<file path="config.mk">
export PLATFORM = sky130hd
export DESIGN_NAME = mux8_rr_arbiter
export DESIGN_NICKNAME = d
export VERILOG_FILES = /design/src/rtl/mux8_rr_arbiter.sv
export SDC_FILE = /design/constraint.sdc
export NUM_CORES = 1
export LEC_CHECK = 0
export CORE_MARGIN = 2
export CORE_UTILIZATION = 38
export CTS_CLUSTER_DIAMETER = 50
export DETAILED_ROUTE_END_ITERATION = 7
export SLEW_MARGIN = 25
export SYNTH_ARGS = -nofsm -noshare
export SYNTH_HDL_FRONTEND = slang
export SYNTH_SLANG_ARGS = --single-unit
</file>
<file path="constraint.sdc">
create_clock -name clk -period 3.4 [get_ports clk]
set_input_delay 0.68 -clock clk [delete_from_list [all_inputs] [get_ports clk]]
set_output_delay 0.68 -clock clk [all_outputs]
set_load 0.01 [all_outputs]
</file>
<file path="src/rtl/mux8_rr_arbiter.sv">
// Round-robin burst arbiter driving the select/enable of an 8:1 single-bit mux, with registered mux output.
// Optional MUX_ARB_LOCK_EN adds a lock input that extends the current owner's burst.
module mux8_rr_arbiter #(
  parameter int NREQ      = 8,
  parameter int SEL_W     = 3,
  parameter int BURST_LEN = 4,
  parameter int CNT_W     = 4
) (
  input  logic             clk,
  input  logic             rst_n,
  input  logic [NREQ-1:0]  req,
  input  logic [NREQ-1:0]  din,
`ifdef MUX_ARB_LOCK_EN
  input  logic             lock,
`endif
  output logic [NREQ-1:0]  gnt,
  output logic [SEL_W-1:0] sel,
  output logic             en,
  output logic             y,
  output logic             busy
);

  typedef enum logic [0:0] {IDLE = 1'b0, GRANT = 1'b1} state_t;

  typedef struct packed {
    logic             found;
    logic [SEL_W-1:0] idx;
  } pick_t;

  state_t           state, state_nx;
  logic [NREQ-1:0]  gnt_nx;
  logic [SEL_W-1:0] sel_nx, ptr, ptr_nx;
  logic             en_nx, busy_nx;
  logic [CNT_W-1:0] beat_cnt, cnt_nx;
  logic             last_beat, lock_hold;
  pick_t            pick_idle, pick_rel;

  // First set bit of r, scanning upward from p with wrap.
  function automatic pick_t rr_pick(input logic [NREQ-1:0] r, input logic [SEL_W-1:0] p);
    pick_t res;
    logic [SEL_W-1:0] idx;
    res = '0;
    for (int i = 0; i < NREQ; i++) begin
      idx = SEL_W'((int'(p) + i) % NREQ);
      if (!res.found && r[idx]) begin
        res.found = 1'b1;
        res.idx   = idx;
      end
    end
    return res;
  endfunction

  assign pick_idle = rr_pick(req, ptr);
  // On burst end the previous owner drops to lowest priority.
  assign pick_rel  = rr_pick(req, sel + SEL_W'(1));
  assign last_beat = (beat_cnt == CNT_W'(BURST_LEN - 1));

`ifdef MUX_ARB_LOCK_EN
  assign lock_hold = lock & req[sel];
`else
  assign lock_hold = 1'b0;
`endif

  always_comb begin
    state_nx = state;
    gnt_nx   = gnt;
    sel_nx   = sel;
    en_nx    = en;
    busy_nx  = busy;
    ptr_nx   = ptr;
    cnt_nx   = beat_cnt;
    case (state)
      IDLE: begin
        gnt_nx  = '0;
        en_nx   = 1'b0;
        busy_nx = 1'b0;
        if (pick_idle.found) begin
          state_nx = GRANT;
          gnt_nx   = NREQ'(1) << pick_idle.idx;
          sel_nx   = pick_idle.idx;
          en_nx    = 1'b1;
          busy_nx  = 1'b1;
          cnt_nx   = '0;
        end
      end
      GRANT: begin
        if (!req[sel] || last_beat) begin
          if (req[sel] && lock_hold) begin
            cnt_nx = '0;
          end else begin
            ptr_nx = sel + SEL_W'(1);
            if (pick_rel.found) begin
              gnt_nx = NREQ'(1) << pick_rel.idx;
              sel_nx = pick_rel.idx;
              en_nx  = 1'b1;
              busy_nx = 1'b1;
              cnt_nx = '0;
            end else begin
              state_nx = IDLE;
              gnt_nx   = '0;
              en_nx    = 1'b0;
              busy_nx  = 1'b0;
              cnt_nx   = '0;
            end
          end
        end else begin
          cnt_nx = beat_cnt + CNT_W'(1);
        end
      end
      default: state_nx = IDLE;
    endcase
  end

  always_ff @(posedge clk) begin
    if (!rst_n) begin
      state    <= IDLE;
      gnt      <= '0;
      sel      <= '0;
      en       <= 1'b0;
      busy     <= 1'b0;
      ptr      <= '0;
      beat_cnt <= '0;
      y        <= 1'b0;
    end else begin
      state    <= state_nx;
      gnt      <= gnt_nx;
      sel      <= sel_nx;
      en       <= en_nx;
      busy     <= busy_nx;
      ptr      <= ptr_nx;
      beat_cnt <= cnt_nx;
      // Uses pre-edge sel/en, so y trails the grant by one cycle.
      y        <= en ? din[sel] : 1'b0;
    end
  end

endmodule

</file>
=== After elaboration in Yosys (flattened, before gate mapping) ===
Cells that the tools add are included.

* Register bits: 21
* Output and inout port bits: 14
* Word-level logic and storage cells: 149

* Add/sub/neg operators: 16
* $lt $le $gt $ge: 17
* Equal/unequal tests: 4
* Shift operators: 2
* Mux-type cells: 69
* Bitwise logic cells: 1
* Reductions and logical operators: 33

{| class="wikitable"
|+ Operators by type and width
! kind !! count
|-
| 4-bit two-way mux || 18
|-
| 3-bit by 4-bit < comparator with 1-bit output (second input constant) || 17
|-
| 1-bit binary-select mux with 3-bit select || 18
|-
| 3-bit adder (second input constant) || 8
|-
| 8-bit two-way mux || 3
|-
| 1-bit two-way mux || 22
|-
| 8-bit one-hot mux with 2 select lines || 1
|-
| 1-bit by 3-bit left shift with 8-bit output (first input constant) || 2
|-
| 1-bit logical NOT || 15
|-
| 1-bit logical AND || 14
|-
| 3-bit by 2-bit adder with 3-bit output (second input constant) || 4
|-
| 3-bit by 1-bit adder with 3-bit output (second input constant) || 3
|-
| 3-bit two-way mux || 3
|-
| 4-bit one-hot mux with 2 select lines || 1
|-
| 3-bit one-hot mux with 2 select lines || 1
|-
| 4-bit by 1-bit adder with 4-bit output (second input constant) || 1
|-
| 4-bit by 2-bit == test with 1-bit output (second input constant) || 1
|-
| 2-bit by 1-bit inequality test with 1-bit output (second input constant) || 2
|-
| 1-bit one-hot mux with 2 select lines || 2
|-
| 2-bit AND reduction || 2
|-
| 3-bit AND reduction || 1
|-
| 2-bit inequality test (second input constant) || 1
|-
| 1-bit logical OR || 1
|-
| 1-bit inverter || 1
|}

=== Depth between registers and ports, before layout ===
* Depth after elaboration: 29
* Mapped depth: 14

=== Worst setup path before layout ===
No wires, ideal clock.

* Path type: register -> register
* From: register ptr[1]
* To: register gnt[4]
* Arrival time: 3.282 ns
* Required time: 3.326 ns
* Path slack: 0.044 ns
* Stages on the path, launching flop included: 14
* Period minus slack after synthesis: 3.356 ns
* Cells stage by stage: dfxtp_1 -> buf_6 -> buf_2 -> inv_1 -> ha_1 -> buf_6 -> mux2_2 -> mux4_2 -> nand3_1 -> o21ai_1 -> a311oi_1 -> o22ai_1 -> or4b_1 -> o211ai_2

* Cells in the longest elaborated chain, start to end: 27

{| class="wikitable"
|+ Ends and longest elaborated chain
! element !! RTL line !! source
|-
| start, declared || 32 || <nowiki>logic [SEL_W-1:0] sel_nx, ptr, ptr_nx;</nowiki>
|-
| start signal, assigned || 130 || <nowiki>ptr <= ptr_nx;</nowiki>
|-
| branches (longest 23 deep; another with 3-bit by 1-bit adder with 3-bit output) || n/a ||
|-
| 4-bit two-way mux * || 45 || <nowiki>if (!res.found && r[idx]) begin</nowiki>
|-
| 1-bit by 3-bit left shift with 8-bit output || 79 || <nowiki>gnt_nx = NREQ'(1) << pick_idle.idx;</nowiki>
|-
| 8-bit two-way mux * || 77 || <nowiki>if (pick_idle.found) begin</nowiki>
|-
| 8-bit one-hot mux with 2 select lines * || 72 || <nowiki>case (state)</nowiki>
|-
| end signal, assigned || 126 || <nowiki>gnt <= gnt_nx;</nowiki>
|-
| end, declared || 16 || <nowiki>output logic [NREQ-1:0] gnt,</nowiki>
|}

Every way passes the cells marked *. The select of a mux whose other input is x is not followed.
A chain may end at the register's enable or synchronous reset.

=== Final worst setup path ===
* From: input port req[6]
* To: register gnt[4]

* Cells in the longest elaborated chain, start to end: 28

{| class="wikitable"
|+ Ends and longest elaborated chain
! element !! RTL line !! source
|-
| start, declared || 11 || <nowiki>input logic [NREQ-1:0] req,</nowiki>
|-
| 1-bit binary-select mux with 3-bit select || 45 ||
|-
| 1-bit two-way mux (not written as such) || 45 ||
|-
| 4-bit two-way mux || 45 ||
|-
| 1-bit logical NOT || 45 ||
|-
| 1-bit logical AND || 45 ||
|-
| 4-bit two-way mux || 45 ||
|-
| 1-bit logical NOT || 45 ||
|-
| 1-bit logical AND || 45 ||
|-
| [... 12 more ...] || n/a ||
|-
| 4-bit two-way mux || 45 ||
|-
| 1-bit logical NOT || 45 ||
|-
| 1-bit logical AND || 45 ||
|-
| 4-bit two-way mux || 45 ||
|-
| 1-bit by 3-bit left shift with 8-bit output || 93 || <nowiki>gnt_nx = NREQ'(1) << pick_rel.idx;</nowiki>
|-
| 8-bit two-way mux || 92 || <nowiki>if (pick_rel.found) begin</nowiki>
|-
| 8-bit two-way mux || 87 || <nowiki>if (!req[sel] || last_beat) begin</nowiki>
|-
| 8-bit one-hot mux with 2 select lines || 72 ||
|}

Parallel ways exist; a longest one is shown, timed or not. The select of a mux whose other input is x is not followed.

==> results.sh <==
export IMPL_status="complete, no violations"
export IMPL_startpoint="req[6]"
export IMPL_final_setup_viol_count=0
export IMPL_remaining_drc_errors=0
export IMPL_seq_area_um2=420.4
export IMPL_critPathLaunchType="primary input"
export IMPL_yosysWarnings=0
export IMPL_detail_route_wl_per_cell_um=17.12
export IMPL_grt_max_degree=24
export IMPL_max_freq_mhz=299.6
export IMPL_yosysTopAreaCell="mux4_2"
export IMPL_clockRootBuffer="clkbuf_8"
export IMPL_finalWirelength_um=9658
export IMPL_final_instance_count_excl_fill=564
export IMPL_port_buffers=31
export IMPL_dp_cells=555
export IMPL_worstReg2RegStart="ptr[1]$_SDFFE_PN0P_"
export IMPL_drt_first_pass_iters=4
export IMPL_cts_clk_slew_worst_paths_ps=80
export IMPL_die_area_um2=9320
export IMPL_die_w_um=96.54
export IMPL_drt_iter0_drc=214
export IMPL_holdCritPathClass="reg -> reg"
export IMPL_syn_inst=362
export IMPL_grt_overflow_total=0
export IMPL_crit_path_end_kind="flip-flop"
export IMPL_finalMaxSlewViolations=0
export IMPL_vias_per_cell=5.949
export IMPL_multi_input_area_um2=2764
export IMPL_ant_nets=0
export IMPL_cts_tree="yes"
export IMPL_cp_max_fo=17
export IMPL_cts_max_level=1
export IMPL_clock_path_buffers=2
export IMPL_place_congestion=0.8735
export IMPL_synth_cell_types=74
export IMPL_pwr_density_cell_nw_per_um2=963.9
export IMPL_finalNetCount=483
export IMPL_clock_sinks=21
export IMPL_relSlewSlack_pct=55.25
export IMPL_crit_type="in -> reg"
export IMPL_grt_util_all_layers_pct=20.83
export IMPL_layout_common_cells="buf_4, nor2_1, mux4_2"
export IMPL_hpwl_um=7320
export IMPL_period_minus_slack_ps=3338
export IMPL_cts_buffers=3
export IMPL_synth_area_um2=3254
export IMPL_synthArstFlopShare_pct=0
export IMPL_maxCapViolCount=0
export IMPL_grt_pass1_wl_um=15510
export IMPL_die_y_um=96.54
export IMPL_grt_pass1_vias=3208
export IMPL_leakage_nw=1.681
export IMPL_area_delta_synth_final_pct=36.14
export IMPL_fillerInstances=758
export IMPL_ys_ff_latch=21
export IMPL_synthTopCellsByArea="mux4_2, dfxtp_1, mux2i_1"
export IMPL_yosysSeqAreaShare_pct=12.92
export IMPL_rows=33
export IMPL_synth_top_area_share_pct=19.38
export IMPL_arrival_ps=3540
export IMPL_mostFrequentLayoutCell="buf_4"
export IMPL_placed_area_um2=4203
export IMPL_min_from="busy$_SDFFE_PN0P_"
export IMPL_grt_antenna_before_repair=0
export IMPL_hold_viol_final=0
export IMPL_synth_edff_count=0
export IMPL_drive_above_1_share_pct=36.82
export IMPL_skew_ps=2.363
export IMPL_vias=3355
export IMPL_syn_avg_cell_area_um2=8.990
export IMPL_syn_nets=385
export IMPL_design_area_um2=4431
export IMPL_initial_core_util_pct=39.41
export IMPL_synth_main_ff_cell="dfxtp_1"
export IMPL_core_area_um2=8258
export IMPL_io_pins=32
export IMPL_worst_slew_pin_slew_ps=666.5
export IMPL_timing_final_crit_share_pct=98.18
export IMPL_n_antenna_cell=0
export IMPL_hold_buffers=0
export IMPL_required_ps=3600
export IMPL_clkLatencyLatePin_ps=260
export IMPL_vdd_ir_drop_max_mv=0.3721
-- layer usage --
layer / part of all wire, % / wire, um / global-route usage, % / vias up
li1: - / - / - / 1613
met1: 45 / 4299 / 27.70 / 1615
met2: 50 / 4809 / 36.98 / 110
met3: 3.9 / 379 / 1.319 / 17
met4: 1.8 / 170 / 5.047 / 0
met5: 0 / 0 / 0 / -
-- timing repair --
item,CTS,global route
setup endpoints to repair,1,11
setup buffers,0,5
gates resized for setup,1,29
pin swaps,0,4
-- synth_stat cells (4+ instances only) --
master / n
xnor2_1: 4
nor4_1: 7
nand3_1: 12
nand2b_1: 8
o22ai_1: 4
a21o_1: 4
or4_1: 4
nand4_1: 4
nand2_1: 23
mux4_2: 28
mux2_2: 13
nor2b_1: 10
nand3b_1: 6
buf_2: 11
and2_1: 8
inv_1: 11
ha_1: 5
mux2i_1: 16
dfxtp_1: 21
o211ai_1: 9
buf_4: 5
a31oi_1: 6
o21ai_0: 14
nor2_1: 32
clkbuf_1: 10
a21oi_1: 15
-- area by class of cell --
type                    count  area share (%)
flip-flops and latches     21           9.489
repair buffers            122           23.10
well taps                 105           2.965
inverters                  12           1.017
multi-input cells         300           62.38
clock inverters             1          0.1130
clock buffers               3          0.9319
-- where the power goes --
group	switching [mW]	internal, mW
logic	1.87	1.89
clock network	0.0829	0.0818
registers	0.0400	0.303
-- kinds of logic (layout without fill, tap and decap cells) --
kind of cell | after synthesis | count (layout) | share of synthesized area (%)
multiplexers | 65 | 65 | 33.45
flip-flops | 21 | 21 | 12.92
buffers and inverters | 41 | 138 | 6.421
AO/OA/AOI/OAI | 94 | 94 | 21.42
AND/OR/NAND/NOR | 127 | 127 | 20.57
adder cells (fa/ha/maj) | 5 | 5 | 1.922
XOR/XNOR | 9 | 9 | 3.306
-- per-stage QoR --
step | setup TNS [ps] | worst slack [ps] | util (%) | power [mW] | hold slack (ps)
finish | 0 | 61.93 | 53.65 | 4.270 | 477.6
global route | -26.05 | -18.99 | 53.65 | 4.592 | 499.3
CTS | 0 | 33.10 | 51.45 | 3.968 | 483.2
detailed placement | -2214 | -283.9 | 50.89 | 3.785 | 471.5
global placement | -1439 | -222.6 | 50.89 | 3.734 | 463.6
floorplan | 0 | 44.05 | - | 2.556 | 484.6
-- worst paths after layout --
kind | to | slack, ps | cells after the start
worst max-delay path | gnt[4]$_SDFFE_PN0P_ | 60 | 10
worst min-delay path | y$_SDFF_PN0_ | 480 | 2
worst max register to register | gnt[4]$_SDFFE_PN0P_ | 160 | 10
worst min register to register | y$_SDFF_PN0_ | 480 | 2
-- sequential cells by signal (all words and copies together) (netlist names) --
register,cells
busy,1
gnt,8
beat_cnt,4
ptr,3
state,1
y,1
sel,3
-- critical path, stage by stage --
cell             delay (ps)
clkdlybuf4s50_1         450
buf_12                  170
mux4_2                  530
a21boi_2                210
a32oi_4                 160
or3_4                   390
a21o_1                  190
and2_4                  180
or4b_1                  510
o211ai_2                 70
Note: power is estimated with default switching activity, not from simulation.
